$ cat config.mk
export PLATFORM = sky130hd
export DESIGN_NAME = wb_stage_flat
export DESIGN_NICKNAME = d
export VERILOG_FILES = /design/src/rtl/wb_stage_if.sv /design/src/rtl/wb_stage.sv /design/src/flat_wrapper.sv
export SDC_FILE = /design/constraint.sdc
export NUM_CORES = 1
export LEC_CHECK = 0
export BUFFER_PORTS_ARGS = -buffer_cell sky130_fd_sc_hd__buf_2
export CAP_MARGIN = 25
export CORE_UTILIZATION = 58
export DETAILED_ROUTE_END_ITERATION = 6
export GPL_ROUTABILITY_DRIVEN = 0
export PLACE_DENSITY = 0.88
export SYNTH_ARGS = -nofsm -noshare
export SYNTH_HDL_FRONTEND = slang
export SYNTH_SLANG_ARGS = --single-unit
export TNS_END_PERCENT = 30
$ cat constraint.sdc
create_clock -name clk -period 3.05 [get_ports clk]
set_input_delay 0.305 -clock clk [delete_from_list [all_inputs] [get_ports clk]]
set_output_delay 0.305 -clock clk [all_outputs]
set_load 0.02 [all_outputs]
$ cat src/rtl/wb_stage_if.sv
// rtl/wb_stage_if.sv - MEM/WB stage bus bundle
//   stall, flush      : pipeline control from the hazard unit
//   mem_*             : instruction fields leaving the MEM stage
//   writeReg/Data     : register-file write port and decode-stage bypass
//   RegWrite          : register-file write enable
//   wb_valid          : WB stage holds a real instruction
//   retire_count      : retired-instruction counter
//   master drives mem_* and control, slave is the WB stage
interface wb_stage_if #(
  parameter int CNT_W = 32
);
  logic             stall;
  logic             flush;
  logic             mem_valid;
  logic             mem_RegWrite;
  logic [1:0]       mem_WBSel;
  logic [2:0]       mem_LoadType;
  logic [31:0]      mem_ALUResult;
  logic [31:0]      mem_ReadData;
  logic [31:0]      mem_PC;
  logic [4:0]       mem_WriteReg;
  logic [4:0]       writeReg;
  logic [31:0]      writeData;
  logic             RegWrite;
  logic             wb_valid;
  logic [CNT_W-1:0] retire_count;

  modport master (
    output stall, flush, mem_valid, mem_RegWrite, mem_WBSel, mem_LoadType,
           mem_ALUResult, mem_ReadData, mem_PC, mem_WriteReg,
    input  writeReg, writeData, RegWrite, wb_valid, retire_count
  );

  modport slave (
    input  stall, flush, mem_valid, mem_RegWrite, mem_WBSel, mem_LoadType,
           mem_ALUResult, mem_ReadData, mem_PC, mem_WriteReg,
    output writeReg, writeData, RegWrite, wb_valid, retire_count
  );
endinterface

$ cat src/rtl/wb_stage.sv
// rtl/wb_stage.sv - MEM/WB register, write-back select and load alignment
//   clk  : rising-edge clock
//   rst  : synchronous reset, active-low
//   bus  : wb_stage_if slave (control and mem_* in, register-file write triple,
//          wb_valid and retire_count out)
module wb_stage #(
  parameter logic [31:0] LINK_OFFSET = 32'd8,
  parameter int          CNT_W       = 32
) (
  input  logic      clk,
  input  logic      rst,
  wb_stage_if.slave bus
);

  logic             valid_q;
  logic             regwrite_q;
  logic [1:0]       wbsel_q;
  logic [2:0]       loadtype_q;
  logic [31:0]      alu_q;
  logic [31:0]      rdata_q;
  logic [31:0]      pc_q;
  logic [4:0]       wreg_q;
  logic [CNT_W-1:0] count_q;

  always_ff @(posedge clk) begin
    if (!rst) begin
      valid_q    <= 1'b0;
      regwrite_q <= 1'b0;
      wbsel_q    <= 2'd0;
      loadtype_q <= 3'd0;
      alu_q      <= 32'd0;
      rdata_q    <= 32'd0;
      pc_q       <= 32'd0;
      wreg_q     <= 5'd0;
      count_q    <= '0;
    end else begin
      // Flush beats stall: a bubble is inserted even while the stage is held.
      if (bus.flush) begin
        valid_q    <= 1'b0;
        regwrite_q <= 1'b0;
        wbsel_q    <= 2'd0;
        loadtype_q <= 3'd0;
        alu_q      <= 32'd0;
        rdata_q    <= 32'd0;
        pc_q       <= 32'd0;
        wreg_q     <= 5'd0;
      end else if (!bus.stall) begin
        valid_q    <= bus.mem_valid;
        regwrite_q <= bus.mem_RegWrite;
        wbsel_q    <= bus.mem_WBSel;
        loadtype_q <= bus.mem_LoadType;
        alu_q      <= bus.mem_ALUResult;
        rdata_q    <= bus.mem_ReadData;
        pc_q       <= bus.mem_PC;
        wreg_q     <= bus.mem_WriteReg;
      end
      // The instruction in WB retires when it is allowed to leave; a flush
      // only affects what enters, so it does not block counting.
      if (valid_q && !bus.stall) begin
        count_q <= count_q + 1'b1;
      end
    end
  end

  // Big-endian lane selection: offset 0 is the most significant byte.
  logic [7:0]  byte_sel;
  logic [15:0] half_sel;
  logic [31:0] load_data;
  logic [31:0] wb_data;

  always_comb begin
    byte_sel = rdata_q[31:24];
    case (alu_q[1:0])
      2'd0: byte_sel = rdata_q[31:24];
      2'd1: byte_sel = rdata_q[23:16];
      2'd2: byte_sel = rdata_q[15:8];
      2'd3: byte_sel = rdata_q[7:0];
      default: byte_sel = rdata_q[31:24];
    endcase
  end

  // Half-word select ignores offset bit 0; misaligned halves are not trapped.
  assign half_sel = alu_q[1] ? rdata_q[15:0] : rdata_q[31:16];

  always_comb begin
    load_data = rdata_q;
    case (loadtype_q)
      3'd1: load_data = {{24{byte_sel[7]}}, byte_sel};
      3'd2: load_data = {24'd0, byte_sel};
      3'd3: load_data = {{16{half_sel[15]}}, half_sel};
      3'd4: load_data = {16'd0, half_sel};
      default: load_data = rdata_q;
    endcase
  end

  always_comb begin
    wb_data = alu_q;
    case (wbsel_q)
      2'd1: wb_data = load_data;
      2'd2: wb_data = pc_q + LINK_OFFSET;
      default: wb_data = alu_q;
    endcase
  end

  assign bus.writeReg     = wreg_q;
  assign bus.writeData    = wb_data;
  assign bus.RegWrite     = valid_q && regwrite_q && (wreg_q != 5'd0);
  assign bus.wb_valid     = valid_q;
  assign bus.retire_count = count_q;

endmodule
$ cat src/flat_wrapper.sv
// flat-port wrapper written by rule: the top's interface ports become plain ports
module wb_stage_flat 
#(
  parameter logic [31:0] LINK_OFFSET = 32'd8,
  parameter int          CNT_W       = 32
)
  (clk, rst, bus_stall, bus_flush, bus_mem_valid, bus_mem_RegWrite, bus_mem_WBSel, bus_mem_LoadType, bus_mem_ALUResult, bus_mem_ReadData, bus_mem_PC, bus_mem_WriteReg, bus_writeReg, bus_writeData, bus_RegWrite, bus_wb_valid, bus_retire_count);
  wb_stage_if #(.CNT_W(CNT_W)) bus_i ();
  input  logic clk;
  input  logic rst;
  input wire logic [$bits(bus_i.stall)-1:0] bus_stall;
  input wire logic [$bits(bus_i.flush)-1:0] bus_flush;
  input wire logic [$bits(bus_i.mem_valid)-1:0] bus_mem_valid;
  input wire logic [$bits(bus_i.mem_RegWrite)-1:0] bus_mem_RegWrite;
  input wire logic [$bits(bus_i.mem_WBSel)-1:0] bus_mem_WBSel;
  input wire logic [$bits(bus_i.mem_LoadType)-1:0] bus_mem_LoadType;
  input wire logic [$bits(bus_i.mem_ALUResult)-1:0] bus_mem_ALUResult;
  input wire logic [$bits(bus_i.mem_ReadData)-1:0] bus_mem_ReadData;
  input wire logic [$bits(bus_i.mem_PC)-1:0] bus_mem_PC;
  input wire logic [$bits(bus_i.mem_WriteReg)-1:0] bus_mem_WriteReg;
  output wire logic [$bits(bus_i.writeReg)-1:0] bus_writeReg;
  output wire logic [$bits(bus_i.writeData)-1:0] bus_writeData;
  output wire logic [$bits(bus_i.RegWrite)-1:0] bus_RegWrite;
  output wire logic [$bits(bus_i.wb_valid)-1:0] bus_wb_valid;
  output wire logic [$bits(bus_i.retire_count)-1:0] bus_retire_count;
  assign bus_i.stall = bus_stall;
  assign bus_i.flush = bus_flush;
  assign bus_i.mem_valid = bus_mem_valid;
  assign bus_i.mem_RegWrite = bus_mem_RegWrite;
  assign bus_i.mem_WBSel = bus_mem_WBSel;
  assign bus_i.mem_LoadType = bus_mem_LoadType;
  assign bus_i.mem_ALUResult = bus_mem_ALUResult;
  assign bus_i.mem_ReadData = bus_mem_ReadData;
  assign bus_i.mem_PC = bus_mem_PC;
  assign bus_i.mem_WriteReg = bus_mem_WriteReg;
  assign bus_writeReg = bus_i.writeReg;
  assign bus_writeData = bus_i.writeData;
  assign bus_RegWrite = bus_i.RegWrite;
  assign bus_wb_valid = bus_i.wb_valid;
  assign bus_retire_count = bus_i.retire_count;
  wb_stage #(.LINK_OFFSET(LINK_OFFSET), .CNT_W(CNT_W)) u_core (.clk(clk), .rst(rst), .bus(bus_i));
endmodule
==> results_dict.tcl, run 1 <==
set metrics [dict create \
    outcome "complete, no violations" \
    irDropWorstVdd_uv 401.2 \
    synth_edf_count 0 \
    async_flop_share_pct 0 \
    final_nets 1086 \
    postCtsSetupRepairBufs 0 \
    clockBufferDepth 2 \
    die-area_mm2 0.01273 \
    leakage_uw 0.003895 \
    critical-path-max-stage-delay_ns 0.57 \
    clkPwrFrac_pct 46.4 \
    power.density_mw_per_mm2 502.2 \
    drive_gt1_share_pct 23.93 \
    synth-seq-area-share_pct 39.35 \
    p_switching_uw 1042 \
    synth_area_mm2 0.007123 \
    synth_ff_type "dfxtp_1" \
    synth_fp_nets 929 \
    start_kind "flip-flop" \
    synthCells 813 \
    drc 0 \
    grt_pass1_vias 6406 \
    yosys_warnings 0 \
    synth_compound_area_share_pct 10.05 \
    drtAntennaViolNets 0 \
    clkTransAtPathRegs_ns 0.06 \
    layout_setup_ws_ns 0.06760 \
    grt_overflow_total 0 \
    ys_ff_latch 140 \
    synth-xor-area-share_pct 7.255 \
    cp_slowest_cell "or4_4" \
    numPortBuffers 182 \
    stdcell_area_mm2 0.008727 \
    path_common_cell "or4_4" \
    syn_avg_cell_area_um2 8.761 \
    finClkSkew_ns 0.002764 \
    rsz0062_at_grt "yes" \
    dr.pass1.iters 6 \
    io_pins 183 \
    cp.arrival_ns 2.68 \
    period_needed_ns 2.982 \
    hold_violations 0 \
    grt_pass1_wl_um 31800 \
    muxShareOfSynthArea_pct 16.74 \
    ys_types 55 \
    antenna_found_initial 0 \
    report.final.slew_viol_count 0 \
    crit_path_max_fanout 7 \
    n_antenna_cell 0 \
    synth_top_family_by_area "simple AND/OR/NAND/NOR gates" \
    h-tree-depth 4 \
    track_usage_pct 32.07 \
    clk_latency_ns 0.43 \
    cp-end-kind "output port" \
    cts_tree "yes" \
    tightest_slew_ns 0.9092 \
    synth-adder-area-share_pct 0.8431 \
    period_share_pct 97.78 \
    p_int_uw 3341 \
    power_frac_comb_pct 9.4 \
    path_cells "nand4_4 > or4_4 > or4_4 > xor2_1 > o221ai_2 > buf_2" \
    rows 40 \
    drt_iter0_markers 714 \
    hold_class "in -> reg" \
    maxCapViolations 0 \
    crit_type "reg -> out" \
    fmax_mhz 335.3 \
    p_seq_share_pct 44.2 \
    synthSimpleGateAreaFrac_pct 22.36 \
    routed_via_density 5.976 \
    dp_hpwl_um 14150 \
    required_ns 2.74 \
    relSlewSlack_pct 39.39 \
    die_h_um 112.8 \
    fp.dieW_um 112.8 \
    dp_slack_ns 0.3716 \
    root_buffer "clkbuf_16" \
    start_util_pct 59.30 \
    core_mm2 0.01201 \
    finalHoldWorstSlack_ns 0.1040 \
    vias 6747 \
    wire_per_inst_um 17.67 \
    postPlaceCellArea_mm2 0.008114 \
    setup_viol_count_final 0 \
    numCtsBuffers 17 \
    grt_max_degree 109 \
    syn_to_final_growth_pct 22.52 \
    swShare_pct 23.76 \
    fillCellCount 919 \
    cts.sinks 140 \
    finalWirelength_um 19950 \
    ctsHoldBuffers 0 \
]
[final cells by class]
class | count | area (um^2) | share of cell area, %
inverters | 12 | 45.04 | 0.5161
multi-input cells | 609 | 4124 | 47.25
flip-flops and latches | 140 | 2804 | 32.13
well taps | 147 | 183.9 | 2.108
repair buffers | 190 | 989.7 | 11.34
clock inverters | 6 | 85.08 | 0.9749
clock buffers | 25 | 495.5 | 5.677
[per-layer routing]
metal  GRT usage [%]  share of wire, %  up-vias
li1                -                 -     3173
met1           39.58                40     3152
met2           52.72                47      351
met3           7.124               8.3       71
met4           16.44               4.1        0
met5               0                 0        -
[Yosys cell counts, types with 2 or more instances]
cell       count  area (um^2)
nor4b_1        2        17.52
ha_1           4        50.05
buf_2          2        10.01
a31oi_1        2        12.51
and2_1        32        200.2
or4_4          2        22.52
o2111ai_1      2        17.52
nand4_4        2        42.54
o21ai_0       16        80.08
nand2_1       56        210.2
and3_1         6        37.54
nor2b_1        8        50.05
o221ai_1      18        157.7
and4_1         5        43.79
xor2_1        27        236.5
inv_1         12        45.04
mux2i_1      118         1181
xnor2_1       32        280.3
nand4_1       20        125.1
or3_1          3        18.77
a221o_1        2        20.02
buf_1         13        48.80
nand3_1       24        120.1
nor4_1         9        56.30
a21o_1         7        52.55
dfxtp_1      140         2803
a221oi_1       6        52.55
nand2b_1       3        18.77
clkbuf_1      37        138.9
a22oi_1       14        105.1
nor2_1       141        529.3
o211ai_1       2        15.01
a222oi_1       2        20.02
nor3_1         8        40.04
a21oi_1       16        80.08
[cells in the final DEF (no fill, tap or decap), types with 8 or more instances in the layout]
| cell | count |
|---|---|
| o221ai_1 | 18 |
| clkbuf_16 | 17 |
| and2_1 | 32 |
| nand2_1 | 55 |
| inv_1 | 12 |
| nor2_1 | 141 |
| xor2_1 | 27 |
| dfxtp_1 | 139 |
| buf_2 | 181 |
| mux2i_1 | 118 |
| o21ai_0 | 16 |
| nand4_1 | 20 |
| nand3_1 | 24 |
| nor2b_1 | 8 |
| xnor2_1 | 31 |
| a22oi_1 | 14 |
| a21oi_1 | 16 |
[metrics by stage]
step	total power [uW]	cells	TNS, ns	util (%)
after floorplan	2213	813	0	-
after global placement	2369	1098	0	67.55
after CTS	4391	1129	0	72.50
after global routing	4526	1129	-0.003766	72.66
final	4383	1129	0	72.66
after detailed placement	2375	1098	0	67.55
[timing repair]
| item | CTS | global route |
|---|---|---|
| gates cloned | 0 | 0 |
| endpoints found under the setup margin | 22 | 20 |
| resized for setup | 3 | 4 |
[power by group through the flow]
stage	clock network, uW	logic [uW]	registers (uW)
final	2030	412	1940
after global routing	2140	443	1940
after CTS	2050	408	1930
after detailed placement	0	403	1970
after global placement	0	399	1970
after floorplan	0	262	1950
[worst max-delay path: cells and delay by family, from the launching register on]
family,cells,cell delay [ns]
and+or+nand+nor,3,1.22
DFF,1,0.49
buffers and inverters,1,0.19
AOI/OAI and AO/OA,1,0.18
xor gates and xnor gates,1,0.17
[sequential cells by signal (all words and copies together), names as in the netlist, 2 cells and up]
signal / cells
u_core.bus.writeReg: 5
u_core.rdata_q: 32
u_core.alu_q: 32
u_core.pc_q: 32
u_core.bus.retire_count: 32
u_core.loadtype_q: 3
u_core.wbsel_q: 2
[cells by family after synthesis]
| family | after synthesis |
|---|---|
| compound gates | 98 |
| xor+xnor | 59 |
| simple gates | 328 |
| mux | 119 |
| flops | 140 |
| buf+inv | 64 |
| fa+ha+maj | 5 |
[path summary, 6_finish.rpt]
kind / slack [ns] / cells after the start / from / endpoint
worst max register to register: 1.00 / 5 / u_core.bus.retire_count[9]$_SDFFE_PN0P_ / u_core.bus.retire_count[30]$_SDFFE_PN0P_
worst min-delay path: 0.10 / 3 / bus_mem_ReadData[1] / u_core.rdata_q[1]$_SDFFE_PP0N_
worst min register to register: 0.51 / 2 / u_core.pc_q[29]$_SDFFE_PP0N_ / u_core.pc_q[29]$_SDFFE_PP0N_
worst max-delay path: 0.07 / 6 / u_core.pc_q[8]$_SDFFE_PP0N_ / bus_writeData[26]
Note: power is estimated with default switching activity, not from simulation.
==> inputs of run 2 (changes only) <==
--- a/config.mk
+++ b/config.mk
@@ -7,10 +7,11 @@
 export LEC_CHECK = 0
 export BUFFER_PORTS_ARGS = -buffer_cell sky130_fd_sc_hd__buf_2
 export CAP_MARGIN = 25
-export CORE_UTILIZATION = 58
+export CORE_MARGIN = 3
+export CORE_UTILIZATION = 54
 export DETAILED_ROUTE_END_ITERATION = 6
 export GPL_ROUTABILITY_DRIVEN = 0
-export PLACE_DENSITY = 0.88
+export PLACE_DENSITY = 0.83
 export SYNTH_ARGS = -nofsm -noshare
 export SYNTH_HDL_FRONTEND = slang
 export SYNTH_SLANG_ARGS = --single-unit
==> constraint.sdc (replaced) <==
create_clock -name clk -period 2.75 [get_ports clk]
set_input_delay 0.275 -clock clk [delete_from_list [all_inputs] [get_ports clk]]
set_output_delay 0.275 -clock clk [all_outputs]
set_load 0.02 [all_outputs]
==> run 2 against run 1 <==
  * Worst hold slack worse by 0.035 ns
  * Global-route usage is 3.8 points lower
  * First-iteration DRC count grew 2.1%
  * Routed wire length increased by 4.6%
  * Final cell count grew 3.8%
  * Worst setup slack got worse by 0.0074 ns
  * Clock skew rose by 0.0028 ns
  * Via count increased by 0.13%
  * Sequential share of layout area fell by 0.74 points
  * Power up 17%
  * Critical endpoint unchanged
  * Critical path depth did not move
  * Critical path type unchanged
==> results_dict.tcl, run 2 (synthesized netlist as in run 1, its figures left out) <==
set metrics [dict create \
    outcome "complete, no violations" \
    fp.dieW_um 120.9 \
    die-area_mm2 0.01460 \
    p_total_uw 5110 \
    drive_gt1_share_pct 27.80 \
    layout_commonest_cell "buf_2" \
    root_buffer "clkbuf_16" \
    period_share_pct 97.81 \
    cts_tree "yes" \
    vias 6756 \
    finalWirelength_um 20860 \
    critical-path-max-stage-delay_ns 0.54 \
    irDropWorstVdd_uv 476.5 \
    finClkSkew_ns 0.005523 \
    drt_iter0_markers 729 \
    final_nets 1103 \
    start_kind "flip-flop" \
    fmax_mhz 371.8 \
    postPlaceCellArea_mm2 0.008235 \
    power.density_mw_per_mm2 564.3 \
    numCtsBuffers 17 \
    cp-end-kind "output port" \
    worst-path-buf-inv 1 \
    io_pins 183 \
    dr.pass1.iters 5 \
    syn_to_final_growth_pct 27.14 \
    wire_per_inst_um 17.80 \
    final_cell_count_no_fill 1172 \
    cp.arrival_ns 2.41 \
    finish.utilization_pct 70.90 \
    crit_type "reg -> out" \
    core_mm2 0.01277 \
    drc 0 \
    tightest_slew_ns 0.7875 \
    grt_pass1_wl_um 32390 \
    power_frac_comb_pct 9.4 \
    leakage_uw 0.004010 \
    die_h_um 120.9 \
    h-tree-depth 4 \
    stdcell_area_mm2 0.009056 \
    cp_slowest_cell "or4_4" \
    numPortBuffers 182 \
    grt_overflow_total 0 \
    start_util_pct 55.76 \
    antenna_found_initial 0 \
    track_usage_pct 28.27 \
    drtAntennaViolNets 0 \
    wl_met1_um 8500 \
    wl_met2_um 9949 \
    crit_path_max_fanout 4 \
    cpLargestDelayFamily "simple AND/OR/NAND/NOR gates" \
    path_cells "nand4_1 > or4_4 > or4_4 > xor2_1 > o221ai_2 > buf_6" \
    dp_hpwl_um 14690 \
    n_antenna_cell 0 \
    place_inst 1135 \
    grt_max_degree 110 \
    maxUsedRoutingLayer "met4" \
    required_ns 2.48 \
    p_int_uw 3860 \
    setup_viol_count_final 0 \
    rows 41 \
    period_needed_ns 2.690 \
    grt_pass1_vias 6319 \
    hold_class "in -> reg" \
    hold_violations 0 \
    report.final.slew_viol_count 0 \
    final_cell_mix "179 x buf_2, 140 x nor2_1, 126 x dfxtp_1" \
    clkTransAtPathRegs_ns 0.06 \
    clockBufferDepth 2 \
    routed_via_density 5.765 \
    p_switching_uw 1251 \
    p_seq_share_pct 41.8 \
    swShare_pct 24.47 \
    clk_latency_ns 0.43 \
    rsz0062_at_grt "yes" \
    relSlewSlack_pct 47.50 \
    maxCapViolations 0 \
    wl_met3_um 1761 \
    path_common_cell "or4_4" \
    cts.sinks 140 \
    clkPwrFrac_pct 48.8 \
]
-- run 2: cell types whose count changed in the layout (fill, tap and decap cells not counted), sizes merged --
cell | before | now
buf | 190 | 207
bufinv | 2 | 4
clkinv | 2 | 5
clkbuf | 25 | 19
inv | 12 | 14
-- run 2: path summary, 6_finish.rpt --
kind	startpoint	to	slack, ns	depth (start not counted)
hold / removal	bus_mem_ALUResult[8]	u_core.alu_q[8]$_SDFFE_PP0N_	0.07	3
setup reg to reg	u_core.bus.wb_valid$_SDFFE_PP0N_	u_core.bus.retire_count[15]$_SDFFE_PN0P_	0.96	5
hold reg to reg	u_core.alu_q[10]$_SDFFE_PP0N_	u_core.alu_q[10]$_SDFFE_PP0N_	0.50	2
setup / recovery	u_core.pc_q[15]$_SDFFE_PP0N_	bus_writeData[26]	0.06	6
-- run 2: layout make-up --
cell class	instances	area (um^2)
Multi-Input combinational cell	609	4161
Fill cell	974	3717
Sequential cell	140	2843
Timing Repair Buffer	207	1150
Clock buffer	19	452.9
Tap cell	172	215.2
Clock inverter	13	188.9
Inverter	12	45.04
-- run 2: what timing repair did --
item / in CTS / in global routing
pin swaps: 0 / 3
gates resized for setup: 14 / 28
setup endpoints to repair: 24 / 24
hold buffers: 0 / 0
setup buffers: 0 / 4
gates cloned: 0 / 0
-- run 2: power by group through the flow --
stage / Sequential (uW) / Combinational, uW / Clock, uW
final: 2140 / 481 / 2490
after global routing: 2140 / 522 / 2590
after CTS: 2140 / 467 / 2510
after detailed placement: 2180 / 461 / 0
after global placement: 2180 / 458 / 0
after floorplan: 2160 / 291 / 0
-- run 2: worst min-delay path: stages --
cell	delay, ns
buf_2	0.07
mux2i_1	0.05
nor2_1	0.07
-- run 2: metrics by stage --
step	hold WS (ns)	setup WS [ns]	setup TNS (ns)
detailed placement	0.4877	0.3519	0
global route	0.06977	-0.03056	-0.1003
CTS	0.05810	-0.01851	-0.01851
global placement	0.4743	0.3894	0
finish	0.06894	0.06022	0
floorplan	0.4032	0.5253	0
-- run 2: layer usage --
layer	track usage [%]	up-vias
met1	36.06	3131
met2	45.43	353
met5	0	-
li1	-	3219
met3	6.993	53
met4	12.39	0
==> inputs of run 3 (changes only) <==
==> constraint.sdc (replaced) <==
create_clock -name clk -period 2.75 [get_ports clk]
set_input_delay 0.4125 -clock clk [delete_from_list [all_inputs] [get_ports clk]]
set_output_delay 0.4125 -clock clk [all_outputs]
set_load 0.02 [all_outputs]
==> run 3 against run 2 <==
  * The flow now finishes with violations (setup timing)
  * First-iteration DRC count decreased by 0.55%
  * Flip-flop and latch count unchanged
  * Worst hold slack gained 0.14 ns
  * Register-to-register slack better by 0.03 ns
  * Worst setup slack lost 0.069 ns
  * Combinational power increased by 4.4%
  * Via count rose by 0.98%
  * Clock power increased by 7%
  * Non-clock buffer count rose by 6
  * Design area grew 1.9%
  * Clock skew increased by 0.0018 ns
  * Die area unchanged
  * Critical path type unchanged
==> results_dict.tcl, run 3 (synthesized netlist as in run 1, its figures left out) <==
set metrics [dict create \
    crit_path_max_fanout 4 \
    cp-end-kind "output port" \
    place_inst 1139 \
    grt_pass1_wl_um 33580 \
    cts_tree "yes" \
    start_kind "flip-flop" \
    period_needed_ns 2.758 \
    ctsHoldBuffers 0 \
    leakage_uw 0.004088 \
    start_util_pct 55.76 \
    grt_max_degree 110 \
    cp.arrival_ns 2.35 \
    period_share_pct 100.3 \
    syn_to_final_growth_pct 29.55 \
    drtAntennaViolNets 0 \
    final_cell_mix "179 x buf_2, 140 x nor2_1, 121 x dfxtp_1" \
    irDropWorstVdd_uv 398.6 \
    setup_viol_count_final 1 \
    finish.utilization_pct 72.24 \
    die_h_um 120.9 \
    p_total_uw 5299 \
    hold_violations 0 \
    crit_type "reg -> out" \
    numPortBuffers 182 \
    n_antenna_cell 0 \
    core_mm2 0.01277 \
    drive_gt1_share_pct 29.42 \
    cts.sinks 140 \
    finalWirelength_um 21330 \
    fillCellCount 938 \
    die-area_mm2 0.01460 \
    track_usage_pct 29.22 \
    rsz0062_at_grt "yes" \
    finalHoldWorstSlack_ns 0.2122 \
    drc 0 \
    antenna_found_initial 0 \
    finClkSkew_ns 0.007368 \
    dp_hpwl_um 14810 \
    clkTransAtPathRegs_ns 0.06 \
    outcome "complete, but fails checks" \
    wire_per_inst_um 18.11 \
    rows 41 \
    fmax_mhz 362.5 \
    numCtsBuffers 17 \
    layout_commonest_cell "buf_2" \
    grt_overflow_total 0 \
    final_nets 1109 \
    dr.pass1.iters 5 \
    layout_setup_ws_ns -0.008368 \
    maxCapViolations 0 \
    final_cell_count_no_fill 1178 \
    h-tree-depth 4 \
    root_buffer "clkbuf_16" \
    drt_iter0_markers 725 \
    hold_class "in -> reg" \
    relSlewSlack_pct 45.93 \
    fp.dieW_um 120.9 \
    grt_pass1_vias 6580 \
    routed_via_density 5.791 \
    violations "setup timing" \
    io_pins 183 \
    clk_latency_ns 0.42 \
    report.final.slew_viol_count 0 \
    tightest_slew_ns 0.8111 \
    clockBufferDepth 2 \
    vias 6822 \
    power.density_mw_per_mm2 574.2 \
    required_ns 2.34 \
]
==> run 3: cell types whose count changed in the layout (fill, tap and decap cells not counted), sizes merged <==
cell and delta:
buf +6, bufinv +2, clkbuf +3, inv -2
clkinv -3
==> run 3: final timing paths <==
kind	from	endpoint	slack (ns)	cells past startpoint
max	u_core.pc_q[4]$_SDFFE_PP0N_	bus_writeData[26]	-0.008	6
min	bus_mem_ALUResult[22]	u_core.alu_q[22]$_SDFFE_PP0N_	0.21	3
max reg2reg	u_core.bus.wb_valid$_SDFFE_PP0N_	u_core.bus.retire_count[15]$_SDFFE_PN0P_	0.99	5
min reg2reg	u_core.pc_q[2]$_SDFFE_PP0N_	u_core.pc_q[2]$_SDFFE_PP0N_	0.50	2
==> run 3: what timing repair did <==
| action | CTS | global route |
|---|---|---|
| endpoints found under the setup margin | 32 | 25 |
| pin swaps | 3 | 1 |
| resized for setup | 43 | 17 |
| buffers inserted | 7 | 0 |
==> run 3: worst max-delay path, stage by stage, from the launching register on <==
cell and delay, ns:
dfxtp_4 0.38, nand3_4 0.09, or4_4 0.56, or4_4 0.43, xor2_1 0.16, o221ai_2 0.15, buf_6 0.15
==> run 3: final cells by class <==
cell class                      count  area (um^2)  area share [%]
Clock buffer                       22        484.2           5.247
Clock inverter                     10        209.0           2.264
Inverter                           12        45.04          0.4881
Multi-Input combinational cell    609         4227           45.80
Sequential cell                   140         2849           30.87
Tap cell                          172        215.2           2.332
Timing Repair Buffer              213         1199           12.99
==> run 3: stage by stage <==
step / worst slack (ns) / instance area, um^2 / TNS (ns)
final: -0.008368 / 9228 / -0.008368
after detailed placement: 0.2265 / 8285 / 0
after CTS: 0.002867 / 9153 / 0
after global routing: -0.07412 / 9228 / -0.3234
after global placement: 0.2554 / 8258 / 0
after floorplan: 0.3878 / 7123 / 0
==> run 3: power breakdown <==
group / internal, uW / total [uW] / leakage (uW) / switching [uW]
Combinational: 225 / 502 / 0.00261 / 278
Clock: 1800 / 2660 / 0.000333 / 863
Sequential: 2080 / 2140 / 0.00115 / 59.3
Total: 4100 / 5300 / 0.00409 / 1200
==> run 3: layer usage <==
layer / vias up / part of all wire (%) / routed length, um / global-route usage, %
met1: 3198 / 41 / 8695 / 36.53
met5: - / 0 / 0 / 0
met2: 329 / 48 / 10160 / 48.07
met3: 69 / 7.8 / 1660 / 6.760
li1: 3226 / - / - / -
met4: 0 / 3.8 / 818 / 12.96
